<file path="src/rtl/clk_pkg.sv">
// Shared definitions for the twelve-hour clock family.
//   - state_e       : alarm controller states
//   - HH_MIN/HH_MAX : legal BCD hour range (01..12)
//   - MM_MAX        : largest legal BCD minute (59)
//   - DEF_*         : default timing and snooze parameters
//   - is_bcd()      : true when both nibbles are decimal digits
package clk_pkg;

  typedef enum logic [1:0] {
    ST_IDLE    = 2'd0,
    ST_RINGING = 2'd1,
    ST_SNOOZE  = 2'd2
  } state_e;

  localparam logic [7:0] HH_MIN = 8'h01;
  localparam logic [7:0] HH_MAX = 8'h12;
  localparam logic [7:0] MM_MAX = 8'h59;

  localparam int DEF_RING_SECS   = 60;
  localparam int DEF_SNOOZE_SECS = 300;
  localparam int DEF_MAX_SNOOZE  = 3;

  function automatic logic is_bcd(input logic [7:0] v);
    return (v[7:4] <= 4'd9) && (v[3:0] <= 4'd9);
  endfunction

endpackage

</file>
<file path="src/rtl/bcd_time_valid.sv">
// Combinational legality check for a BCD hour/minute pair.
// Ports:
//   i_hh    in  8  hour, BCD (legal 01..12)
//   i_mm    in  8  minute, BCD (legal 00..59)
//   o_valid out 1  both fields legal
module bcd_time_valid
  import clk_pkg::*;
(
  input  logic [7:0] i_hh,
  input  logic [7:0] i_mm,
  output logic       o_valid
);

  logic w_hh_ok;
  logic w_mm_ok;

  // Once both nibbles are decimal digits, plain unsigned comparison of the
  // packed BCD byte orders the same way as the decimal value.
  assign w_hh_ok = is_bcd(i_hh) && (i_hh >= HH_MIN) && (i_hh <= HH_MAX);
  assign w_mm_ok = is_bcd(i_mm) && (i_mm <= MM_MAX);
  assign o_valid = w_hh_ok && w_mm_ok;

endmodule

</file>
<file path="src/rtl/twelve_hour_alarm.sv">
// Alarm stage fed by the twelve-hour clock. Holds a settable alarm time,
// rings when the live time reaches it, and supports bounded snoozes.
// Ports:
//   clk, reset          clock, synchronous active-high reset
//   ena                 one-second tick shared with the clock
//   pm, hh, mm, ss      live time (BCD)
//   arm                 level, alarm enabled
//   set_en/set_pm/hh/mm single-cycle strobe loading a new alarm time
//   snooze, stop        single-cycle request strobes
//   alarm_pm/hh/mm      stored alarm time
//   ringing, snoozing   registered state flags
//   snooze_cnt          snoozes used in the current alarm event
//   set_err             one-cycle pulse when a load is rejected
//   dbg_state           current controller state
// All strobes are sampled on the clock edge they are high for; there is no
// backpressure, so a strobe that is not acted on that edge is dropped.
module twelve_hour_alarm
  import clk_pkg::*;
#(
  parameter int RING_SECS   = DEF_RING_SECS,
  parameter int SNOOZE_SECS = DEF_SNOOZE_SECS,
  parameter int MAX_SNOOZE  = DEF_MAX_SNOOZE
) (
  input  logic                              clk,
  input  logic                              reset,
  input  logic                              ena,
  input  logic                              pm,
  input  logic [7:0]                        hh,
  input  logic [7:0]                        mm,
  input  logic [7:0]                        ss,
  input  logic                              arm,
  input  logic                              set_en,
  input  logic                              set_pm,
  input  logic [7:0]                        set_hh,
  input  logic [7:0]                        set_mm,
  input  logic                              snooze,
  input  logic                              stop,
  output logic                              alarm_pm,
  output logic [7:0]                        alarm_hh,
  output logic [7:0]                        alarm_mm,
  output logic                              ringing,
  output logic                              snoozing,
  output logic [$clog2(MAX_SNOOZE+1)-1:0]   snooze_cnt,
  output logic                              set_err,
  output state_e                            dbg_state
);

  localparam int RT_W  = $clog2(RING_SECS + 1);
  localparam int ST_W  = $clog2(SNOOZE_SECS + 1);
  localparam int CNT_W = $clog2(MAX_SNOOZE + 1);

  localparam logic [RT_W-1:0]  RING_LOAD   = RT_W'(RING_SECS - 1);
  localparam logic [ST_W-1:0]  SNOOZE_LOAD = ST_W'(SNOOZE_SECS - 1);
  localparam logic [CNT_W-1:0] CNT_MAX     = CNT_W'(MAX_SNOOZE);

  state_e             r_state, w_state_nxt;
  logic [RT_W-1:0]    r_ring_tmr, w_ring_tmr_nxt;
  logic [ST_W-1:0]    r_snooze_tmr, w_snooze_tmr_nxt;
  logic [CNT_W-1:0]   r_snooze_cnt, w_snooze_cnt_nxt;
  logic               r_alarm_pm;
  logic [7:0]         r_alarm_hh;
  logic [7:0]         r_alarm_mm;
  logic               r_match_q;
  logic               r_ringing;
  logic               r_snoozing;
  logic               r_set_err;

  logic w_set_ok;
  logic w_load;
  logic w_match;
  logic w_trigger;
  logic w_quit;
  logic w_snooze_ok;

  bcd_time_valid u_set_chk (
    .i_hh    (set_hh),
    .i_mm    (set_mm),
    .o_valid (w_set_ok)
  );

  assign w_load      = set_en && w_set_ok;
  assign w_match     = arm && (pm == r_alarm_pm) && (hh == r_alarm_hh) &&
                       (mm == r_alarm_mm) && (ss == 8'h00);
  // Rising edge only: the match holds for a whole second, ring once.
  assign w_trigger   = w_match && !r_match_q;
  assign w_quit      = stop || !arm;
  assign w_snooze_ok = snooze && (r_snooze_cnt < CNT_MAX);

  always_comb begin
    w_state_nxt      = r_state;
    w_ring_tmr_nxt   = r_ring_tmr;
    w_snooze_tmr_nxt = r_snooze_tmr;
    w_snooze_cnt_nxt = r_snooze_cnt;
    if (w_load) begin
      // A fresh alarm time abandons any event in progress, and also
      // suppresses a trigger arriving on the same edge.
      w_state_nxt      = ST_IDLE;
      w_snooze_cnt_nxt = '0;
    end else begin
      case (r_state)
        ST_IDLE: begin
          if (w_trigger) begin
            w_state_nxt      = ST_RINGING;
            w_ring_tmr_nxt   = RING_LOAD;
            w_snooze_cnt_nxt = '0;
          end
        end
        ST_RINGING: begin
          if (w_quit) begin
            w_state_nxt      = ST_IDLE;
            w_snooze_cnt_nxt = '0;
          end else if (w_snooze_ok) begin
            w_state_nxt      = ST_SNOOZE;
            w_snooze_tmr_nxt = SNOOZE_LOAD;
            w_snooze_cnt_nxt = r_snooze_cnt + CNT_W'(1);
          end else if (ena) begin
            // An exhausted snooze request falls through to here, so the
            // ring timeout keeps running.
            if (r_ring_tmr == '0) begin
              w_state_nxt      = ST_IDLE;
              w_snooze_cnt_nxt = '0;
            end else begin
              w_ring_tmr_nxt = r_ring_tmr - RT_W'(1);
            end
          end
        end
        ST_SNOOZE: begin
          if (w_quit) begin
            w_state_nxt      = ST_IDLE;
            w_snooze_cnt_nxt = '0;
          end else if (ena) begin
            if (r_snooze_tmr == '0) begin
              w_state_nxt    = ST_RINGING;
              w_ring_tmr_nxt = RING_LOAD;
            end else begin
              w_snooze_tmr_nxt = r_snooze_tmr - ST_W'(1);
            end
          end
        end
        default: begin
          w_state_nxt      = ST_IDLE;
          w_snooze_cnt_nxt = '0;
        end
      endcase
    end
  end

  always_ff @(posedge clk) begin
    if (reset) begin
      r_state      <= ST_IDLE;
      r_ring_tmr   <= '0;
      r_snooze_tmr <= '0;
      r_snooze_cnt <= '0;
      r_alarm_pm   <= 1'b0;
      r_alarm_hh   <= 8'h12;
      r_alarm_mm   <= 8'h00;
      r_match_q    <= 1'b0;
      r_ringing    <= 1'b0;
      r_snoozing   <= 1'b0;
      r_set_err    <= 1'b0;
    end else begin
      r_state      <= w_state_nxt;
      r_ring_tmr   <= w_ring_tmr_nxt;
      r_snooze_tmr <= w_snooze_tmr_nxt;
      r_snooze_cnt <= w_snooze_cnt_nxt;
      r_match_q    <= w_match;
      r_ringing    <= (w_state_nxt == ST_RINGING);
      r_snoozing   <= (w_state_nxt == ST_SNOOZE);
      r_set_err    <= set_en && !w_set_ok;
      if (w_load) begin
        r_alarm_pm <= set_pm;
        r_alarm_hh <= set_hh;
        r_alarm_mm <= set_mm;
      end
    end
  end

  assign alarm_pm   = r_alarm_pm;
  assign alarm_hh   = r_alarm_hh;
  assign alarm_mm   = r_alarm_mm;
  assign ringing    = r_ringing;
  assign snoozing   = r_snoozing;
  assign snooze_cnt = r_snooze_cnt;
  assign set_err    = r_set_err;
  assign dbg_state  = r_state;

endmodule

</file>
<file path="config.mk">
export PLATFORM = sky130hd
export DESIGN_NAME = twelve_hour_alarm
export DESIGN_NICKNAME = d
export VERILOG_FILES = /design/src/rtl/clk_pkg.sv /design/src/rtl/bcd_time_valid.sv /design/src/rtl/twelve_hour_alarm.sv
export SDC_FILE = /design/constraint.sdc
export NUM_CORES = 1
export LEC_CHECK = 0
export CORE_MARGIN = 8
export CORE_UTILIZATION = 35
export CTS_CLUSTER_DIAMETER = 200
export DETAILED_ROUTE_END_ITERATION = 8
export GPL_ROUTABILITY_DRIVEN = 0
export GPL_TIMING_DRIVEN = 0
export PLACE_DENSITY = 0.68
export SLEW_MARGIN = 25
export SYNTH_ARGS = -nofsm -noshare
export SYNTH_HDL_FRONTEND = slang
export SYNTH_SLANG_ARGS = --single-unit
</file>
<file path="constraint.sdc">
create_clock -name clk -period 5.54 [get_ports clk]
set_input_delay 1.108 -clock clk [delete_from_list [all_inputs] [get_ports clk]]
set_output_delay 1.108 -clock clk [all_outputs]
set_load 0.05 [all_outputs]
</file>
==> results of run 1 <==
path summary, 6_finish.rpt:
path,slack (ns),end
setup / recovery,2.45,r_snooze_tmr[6]
hold reg to reg,0.48,snooze_cnt[0]
hold / removal,0.48,snooze_cnt[0]
setup reg to reg,3.21,r_snooze_tmr[6]
cells by family (layout without fill, tap and decap cells):
kind of cell,after synthesis,count (layout)
compound gates,53,53
xor+xnor,17,17
fa+ha+maj,4,4
buf+inv,15,94
flops,40,40
mux,12,12
simple gates,94,94
metal layers:
layer  part of all wire  global-route usage
met1               0.44              0.1632
met2               0.48              0.2173
met3              0.068             0.04556
met4              0.011             0.03963
met5                  0                   0
power groups by stage:
stage                     combinational (W)  clock [W]  sequential, W
after floorplan                   0.0000181          0       0.000298
final                             0.0000639   0.000209       0.000288
after CTS                         0.0000646   0.000215       0.000288
after global routing              0.0000693   0.000227       0.000288
after detailed placement          0.0000644          0       0.000295
after global placement            0.0000637          0       0.000295
stage by stage:
| stage | instance area (um2) | util |
|---|---|---|
| 5_1_grt | 3049 | 0.5150 |
| 6_report | 3049 | 0.5150 |
| 4_1_cts | 3049 | 0.5150 |
| 2_1_floorplan | 2138 | - |
| 3_5_place_dp | 2953 | 0.4987 |
| 3_3_place_gp | 2953 | 0.4987 |
synth_stat cells (all sizes together) (5+ instances only):
cell / instances
nor2: 27
a21oi: 14
nand2: 7
nor3: 11
o21ai: 14
nor4: 7
dfxtp: 40
inv: 7
xor2: 12
mux2i: 12
nor2b: 9
xnor2: 5
layout by cell type, fill, tap and decap left out, types with 2 or more instances in the layout:
cell type,instances
sky130_fd_sc_hd__xor2_1,12
sky130_fd_sc_hd__dfxtp_1,40
sky130_fd_sc_hd__nand3_1,2
sky130_fd_sc_hd__a22oi_1,3
sky130_fd_sc_hd__a21oi_1,14
sky130_fd_sc_hd__xnor2_1,5
sky130_fd_sc_hd__a211o_1,3
sky130_fd_sc_hd__clkdlybuf4s50_1,72
sky130_fd_sc_hd__inv_1,7
sky130_fd_sc_hd__mux2i_1,12
sky130_fd_sc_hd__clkbuf_8,7
sky130_fd_sc_hd__nor2_1,27
sky130_fd_sc_hd__nor3_1,9
sky130_fd_sc_hd__nor3b_1,2
sky130_fd_sc_hd__clkbuf_1,4
sky130_fd_sc_hd__nand3b_1,3
sky130_fd_sc_hd__ha_1,4
sky130_fd_sc_hd__nor4_1,6
sky130_fd_sc_hd__nand2b_1,3
sky130_fd_sc_hd__or3_1,4
sky130_fd_sc_hd__o21ai_0,14
sky130_fd_sc_hd__a211oi_1,3
sky130_fd_sc_hd__o21a_1,3
sky130_fd_sc_hd__a311oi_1,4
sky130_fd_sc_hd__o21bai_1,2
sky130_fd_sc_hd__and2_1,4
sky130_fd_sc_hd__buf_2,2
sky130_fd_sc_hd__nor2b_1,9
sky130_fd_sc_hd__nand4_1,4
sky130_fd_sc_hd__nand2_1,7
state kept, by name, summed over array words and instances, names as in the netlist:
signal	count
dbg_state	2
alarm_hh	8
snooze_cnt	2
ringing	1
alarm_mm	8
r_ring_tmr	6
alarm_pm	1
r_match_q	1
r_snooze_tmr	9
set_err	1
snoozing	1
area by class of cell:
cell class,instances,area [um2]
Multi-Input combinational cell,180,1271
Buffer,8,40.04
Sequential cell,40,800.8
Fill cell,565,2872
Timing Repair Buffer,72,720.7
Tap cell,75,93.84
Clock buffer,7,96.34
Inverter,7,26.28
worst max-delay path, stage by stage:
cell and delay, ns:
sky130_fd_sc_hd__clkdlybuf4s50_1 0.45, sky130_fd_sc_hd__nor2b_1 0.27, sky130_fd_sc_hd__nor3b_1 0.58, sky130_fd_sc_hd__o32a_1 0.25, sky130_fd_sc_hd__buf_2 0.20, sky130_fd_sc_hd__and3_1 0.23, sky130_fd_sc_hd__nand3b_1 0.09, sky130_fd_sc_hd__a21oi_1 0.13
==> summary by stage, run 1 <==
Outcome
The flow ran to the end, and the final reports show no timing, DRC or antenna violations.

Route
The routed layout has 1978 vias. After the first detailed-routing iteration, the DRC count stood at 41. Using the TritonRoute via totals, the vias-per-cell ratio works out to 5.085. In the final routed layout, each cell accounts on average for 14.69 um.

The count of nets left with antenna violations once routing finished came out at 0. For this block, the routed nets add up to 5715 um of wire. The post-detailed-route DRC marker count is 0. The first TritonRoute pass finished after 4 iterations.

Cells and area
The antenna diode count is 0. The finished layout holds 389 standard cells, fillers aside. Of the cells placed in the final design, the portion with a size suffix greater than 1 is 0.07325. After the last flow step, the layout net total stands at 367.

Relative to the synthesized area, the layout overhead comes to 42.60%.

Floorplan
The horizontal extent of the die is 94.16 um. The area of the die is 8866 um2. The initial utilization of the core area, before any placement, comes to 0.3612.

The die is 94.16 um tall. The number of rows created at floorplan is 28. The top-level I/O count is 73. The total area inside the core boundary comes to 5921 um2.

Timing
After layout, the minimum clock period comes to 3.089 ns. For the final routed database, the setup TNS stands at 0 ns. Across all hold checks on the routed design, the worst slack comes to 0.4840 ns.

The actual slew at the worst max-slew pin is 0.6290 ns. The final count of pins violating max slew is 0. Setup repair after global routing left no endpoint under its margin.

The worst setup slack after layout is 2.451 ns. The final setup violation count is 0. The final worst clock skew is 0.004627 ns. The final critical-path share of the clock period is 0.5575. The final hold violation count was 0. The maximum clock frequency is 323.8 MHz. The headroom to the max-slew limit is 0.5798.

Power and ir drop
The leakage dissipation is 1.092 nW. The clock network fraction of design power is 0.373. The switching part of the total is 0.2189.

The design draws 0.0005614 W. The sequential group share of total power is 0.514. The combinational share of power is 0.114. IR analysis of the VDD net gives a maximum drop of 0.1013 mV.

For this design the total switching power over the nets is 0.0001229 W. The internal power of the cells totals 0.0004385 W. The power density over cell area is 184.1 nW/um2.

GRT
The overall global routing resource usage is 0.1342. For this run the aggregate overflow at the end of global routing stands at 0. The first global-routing pass estimated 9508 um of wire.

The number of antenna violations at the first check in global routing is 0. The maximum number of pins on one net before global-route repair is 12. The number of global-route vias before repair is 1988.

Yosys
The multiplexer share of the synthesized area is 0.05617. Synthesis inferred 40 register bits. The share of the yosys chip area belonging to registers is 0.3745. The net count after synthesis is 288.

Of the total synthesized cell area, the portion taken by full adders, half adders and majority gates is 0.02341. The share of synthesized flip-flops with an asynchronous set or reset is 0. During synthesis, Yosys emitted a total of 0 warnings. The dominant combinational cell family by area after synthesis is simple AND/OR/NAND/NOR gates. The share of synthesized area in the top cell type comes to 0.3745.

The number of cells produced by synthesis is 235. Of the total synthesized cell area, the portion taken by AND, OR, NAND and NOR gates is 0.2645. Of the total synthesized cell area, the portion taken by XOR and XNOR cells is 0.06963. The count of flip-flops with a built-in enable after synthesis is 0. The largest area contributor in the synthesized netlist is sky130_fd_sc_hd__dfxtp_1. The average cell area after synthesis is 9.099 um2. For this run, the leading register cell type out of synthesis is sky130_fd_sc_hd__dfxtp_1. Summing every instance area after synthesis gives 2138 um2. Ranked by total cell area, the synthesized netlist is headed by sky130_fd_sc_hd__dfxtp_1 37%, sky130_fd_sc_hd__mux2i_1 5.6%, sky130_fd_sc_hd__xor2_1 4.9%, sky130_fd_sc_hd__nor2_1 4.7%, sky130_fd_sc_hd__a21oi_1 3.3%.

After synthesis, the netlist uses 51 different library cells. The compound-gate portion of the synthesized area is 0.1808.

Setup path
The signal arrival time at the worst endpoint is 3.31 ns. The endpoint type of the worst setup path is a flop. The most critical setup path has its startpoint at snooze. The path type of the worst setup path is in -> reg. The peak fanout along the critical path is 10. Data on the critical path is required at its endpoint by 5.76 ns. The cell count of the worst reg-to-reg path is 8.

The worst register-to-register path begins at snooze_cnt[0]. The category of the worst setup path launch point is an input pin.

Placement
In this run, placement finished with an instance count of 382. OpenSTA, run right after detailed placement, puts the worst setup slack at 2.183 ns. The post-detailed-placement half-perimeter wirelength is 4539 um. The number of I/O port buffers is 72.

Worst hold path
Counting instances, the worst hold path has a depth of 1. The min-delay analysis places its worst path in the category reg -> reg. The startpoint identified for the worst hold timing path is snooze_cnt[0].

Clocking
For this design, the CTS-stage hold fixing added 0 buffers. The number of gates given a new drive strength after cts is 0. The setup fix buffers added after clock tree synthesis is 0.

The cell sitting at the root of the clock tree is a sky130_fd_sc_hd__clkbuf_8. TritonCTS built the clock tree. After clock tree synthesis, the clock-pin slew on the worst setup and hold paths is 0.08 ns.

The clock sink count is 40. At the later pin of the worst-skew pair, clock insertion delay measures 0.29 ns. In this run the number of H-tree levels came out at 2. The number of buffers created by CTS is 5. The clock passes through at most 2 buffers.

Job
The max-capacitance violation count is 0.
Power figures use the tool's default switching activity.
==> inputs of run 2 (changes only) <==
==> constraint.sdc (replaced) <==
create_clock -name clk -period 3 [get_ports clk]
set_input_delay 0.6 -clock clk [delete_from_list [all_inputs] [get_ports clk]]
set_output_delay 0.6 -clock clk [all_outputs]
set_load 0.05 [all_outputs]
==> results of run 2 <==
The final DEF is identical to that of run 1. Status: finished, final reports clean.
Among the figures that moved: setup slack after placement 2.183 ns -> 0.1509 ns; setup slack after layout 2.451 ns -> 0.4192 ns; register-to-register setup slack 3.21 ns -> 0.67 ns; total power 0.0005614 W -> 0.001037 W; worst IR drop on VDD 0.1013 mV -> 0.1872 mV
==> inputs of run 3 (changes only) <==
--- a/config.mk
+++ b/config.mk
@@ -11,7 +11,8 @@
 export DETAILED_ROUTE_END_ITERATION = 8
 export GPL_ROUTABILITY_DRIVEN = 0
 export GPL_TIMING_DRIVEN = 0
-export PLACE_DENSITY = 0.68
+export PLACE_DENSITY = 0.71
+export RECOVER_POWER = 100
 export SLEW_MARGIN = 25
 export SYNTH_ARGS = -nofsm -noshare
 export SYNTH_HDL_FRONTEND = slang
==> constraint.sdc (replaced) <==
create_clock -name clk -period 2.29 [get_ports clk]
set_input_delay 0.458 -clock clk [delete_from_list [all_inputs] [get_ports clk]]
set_output_delay 0.458 -clock clk [all_outputs]
set_load 0.05 [all_outputs]
==> run 3 against run 2 <==
Against the previous run: count of clock-buffer cells in the layout did not move; power rose by 44%; critical endpoint is now r_ring_tmr[0]; wire length rose by 1.7%; sequential power rose by 31%; largest power group unchanged.
==> summary by stage, run 3 (synthesized netlist as in run 1, its figures left out) <==
Clocking
The TritonCTS clock tree is built (unchanged). The clock sink count was 40 (unchanged). The worst-skew pair later-pin latency is 0.29 ns (about the same).

The quantity of hold-fixing buffers added after cts is 0 (unchanged). The library cell used as clock root buffer is sky130_fd_sc_hd__clkbuf_8 (unchanged). The H-tree depth reported by CTS is 2 (unchanged).

The buffer levels on the longest clock path is 2 (unchanged). The number of buffers created by CTS was 5 (unchanged). The post-CTS clock slew at the launch and capture registers of the worst setup and hold paths was 0.08 ns (about the same).

Setup path
The cell class contributing the biggest share of worst-path delay is simple AND/OR/NAND/NOR gates (unchanged). The category of the worst setup path launch point was an input pin (unchanged). The combined buffer and inverter count along the critical path is 1 (was 2). The delay of the slowest cell on the worst path is 0.45 ns (was 0.58 ns). The path type of the worst setup path is in -> reg (unchanged). The endpoint type of the worst setup path was a flop (unchanged). The cell count of the worst reg-to-reg path is 8 (unchanged).

The count of cell instances traversed by the critical path was 7 (was 8). The cell that appears most often on the critical path is sky130_fd_sc_hd__or3_1. Cell Chain, Critical Path: clkdlybuf4s50_1, nor4b_4, nand4_1, or3_1, o21a_2, or3_1, a21oi_1 (was clkdlybuf4s50_1, nor2b_1, nor3b_1, o32a_1, buf_2, and3_1, nand3b_1, a21oi_1). The highest-delay cell along the critical path is sky130_fd_sc_hd__clkdlybuf4s50_1 (was sky130_fd_sc_hd__nor3b_1). The setup slack of the most critical reg-to-reg path came to 0.21 ns (was 0.67 ns). The endpoint of the most critical register-to-register path is r_ring_tmr[0] (was r_snooze_tmr[6]). The required time of the critical path came to 2.51 ns (was 3.22 ns).

The launch instance of the worst register-to-register path is r_snooze_tmr[0] (was snooze_cnt[0]). The peak fanout along the critical path is 5 (was 10). The signal arrival time at the worst endpoint is 2.40 ns (was 2.80 ns).

Cells and area
The share of final-layout standard cells stronger than drive strength 1 is 0.1121 (was 0.07325). The number of nets in the final layout is 373 (was 367). The non-filler instance count after layout is 396 (was 389). The number of flip-flops under the largest register name is 9 (unchanged).

The register with the highest flop count is r_snooze_tmr (unchanged). The most common cell after layout, fill and taps aside is sky130_fd_sc_hd__clkdlybuf4s50_1 (unchanged). Highest-count cells in the layout ignoring fill and taps: 42 x sky130_fd_sc_hd__clkdlybuf4s50_1, 40 x sky130_fd_sc_hd__dfxtp_1, 26 x sky130_fd_sc_hd__nor2_1 (was 72 x sky130_fd_sc_hd__clkdlybuf4s50_1, 40 x sky130_fd_sc_hd__dfxtp_1, 27 x sky130_fd_sc_hd__nor2_1). The antenna diode count is 0 (unchanged).

The area growth from synthesis to layout is 48.68% (was 42.60%).

Route
The detailed-route vias per instance is 5.134 (was 5.085). The wire length per cell after detailed routing is 14.68 um (was 14.69 um). The number of search-and-repair iterations in the first detailed-routing pass was 4 (unchanged). The number of nets with antenna violations after detailed routing was 0 (unchanged). The violation count after the first detailed-routing iteration is 101 (was 41). The total detailed-routing wirelength is 5814 um (was 5715 um). The post-detailed-route DRC marker count was 0 (unchanged).

The count of vias placed by the detailed router was 2033 (was 1978).

Floorplan
The initial core utilization is 0.3612 (unchanged). The area of the die is 8866 um2 (unchanged). The number of rows created at floorplan was 28 (unchanged). The horizontal extent of the die is 94.16 um (unchanged). The top-level I/O count is 73 (unchanged). The area of the core region is 5921 um2 (unchanged). The die height is 94.16 um (unchanged).

Power and ir drop
The clock network fraction of design power was 0.427 (was 0.373). The power density over cell area came to 468.9 nW/um2 (was 340.0 nW/um2). The power spent charging and discharging nets was 0.0003153 W (was 0.0002270 W). The switching part of the total is 0.2115 (was 0.2189). The leakage dissipation is 1.252 nW (was 1.092 nW). The peak supply drop is 0.2124 mV (was 0.1872 mV). The sequential group share of total power was 0.468 (was 0.514).

The internal portion of total power was 0.001175 W (was 0.0008098 W). The combinational share of power was 0.105 (was 0.114).

GRT
The global-route track usage on met1 was 0.1558 (was 0.1632). The overall global routing resource usage is 0.1344 (was 0.1342). The met3 track utilization from global routing is 0.04237 (was 0.04556). The met2 routing resource usage after global routing is 0.2225 (was 0.2173).

The busiest layer in global routing is met2 (unchanged). The number of global-route vias before repair is 2040 (was 1988). The maximum number of pins on one net before global-route repair is 13 (was 12). The total global routing overflow is 0 (unchanged). The global-route wire length before repair is 9584 um (was 9508 um). The number of antenna violations at the first check in global routing is 0 (unchanged).

Placement
The number of I/O port buffers is 72 (unchanged). The worst-case setup slack after placement was -0.4349 ns (was 0.1509 ns). The post-detailed-placement half-perimeter wirelength is 4485 um (was 4539 um). The total placed cells including tap cells is 382 (unchanged).

Timing
The worst setup slack after layout is 0.1094 ns (was 0.4192 ns). The time the worst path needs with I/O delays and setup is 2.181 ns. The final critical-path share of the clock period is 0.9522. Unrepaired setup endpoints after global routing: no (unchanged). The final hold violation count is 0 (unchanged). The final worst clock skew was 0.008253 ns (was 0.004627 ns). The final count of pins violating max slew is 0 (unchanged). The total negative slack for setup checks is 0 ns (unchanged). Static timing analysis puts the maximum clock frequency at 458.6 MHz. The final setup violation count is 0 (unchanged). The actual slew at the worst max-slew pin is 0.5363 ns (was 0.6290 ns). The headroom to the max-slew limit was 0.6413 (was 0.5798).

Worst hold path
The type of the worst min-delay path is in -> reg (was reg -> reg). The count of cells along the worst hold path is 2 (was 1). The hold-critical path endpoint is alarm_hh[4] (was snooze_cnt[0]). The worst hold path startpoint is set_hh[4] (was snooze_cnt[0]).

Outcome
Run status: finished, final reports clean (unchanged).

Job
The max-capacitance violation count is 0 (unchanged).
-- run 3: area by class of cell --
class,instances,area [um2]
Fill cell,541,2741
Clock inverter,1,30.03
Clock buffer,7,96.34
Multi-Input combinational cell,180,1318
Tap cell,75,93.84
Sequential cell,40,800.8
Timing Repair Buffer,79,769.5
Inverter,7,26.28
Buffer,7,45.04
-- run 3: worst max path at each step --
stage	from	slack (ns)	end
global route	ss[1]	0.007	snooze_cnt[1]
global placement	snooze	-0.37	r_snooze_tmr[6]
floorplan	snooze_cnt[0]	0.12	r_ring_tmr[0]
finish	ss[1]	0.11	r_ring_tmr[0]
CTS	set_hh[5]	0.02	alarm_mm[2]
detailed placement	snooze	-0.43	r_snooze_tmr[6]
-- run 3: power groups by stage --
stage               Combinational [W]  Clock [W]  Sequential [W]
detailed placement           0.000156          0        0.000714
CTS                          0.000156   0.000651        0.000697
global route                 0.000171   0.000679        0.000698
finish                       0.000157   0.000636        0.000697
global placement             0.000154          0        0.000714
floorplan                   0.0000438          0        0.000720
-- run 3: through the flow --
stage                     cell area, um2  total power, W  hold WS, ns  utilization
after global routing                3179        0.001548       0.5012       0.5370
final                               3179        0.001491       0.4794       0.5370
after floorplan                     2138       0.0007637       0.4496            -
after detailed placement            2953       0.0008700       0.4683       0.4987
after global placement              2953       0.0008679       0.4647       0.4987
after CTS                           3097        0.001504       0.4883       0.5230
-- run 3: repair_timing --
item                       CTS  global route
pin swaps                    1             8
setup buffers                1             6
resized for setup            6            19
hold endpoints to repair     0             0
setup endpoints to repair   19            21
-- run 3: layer usage --
layer	part of all wire	vias up	routed length [um]
met4	0.021	0	123
met5	0	-	0
met3	0.062	11	360
met2	0.48	54	2812
met1	0.43	942	2517
li1	-	1026	-
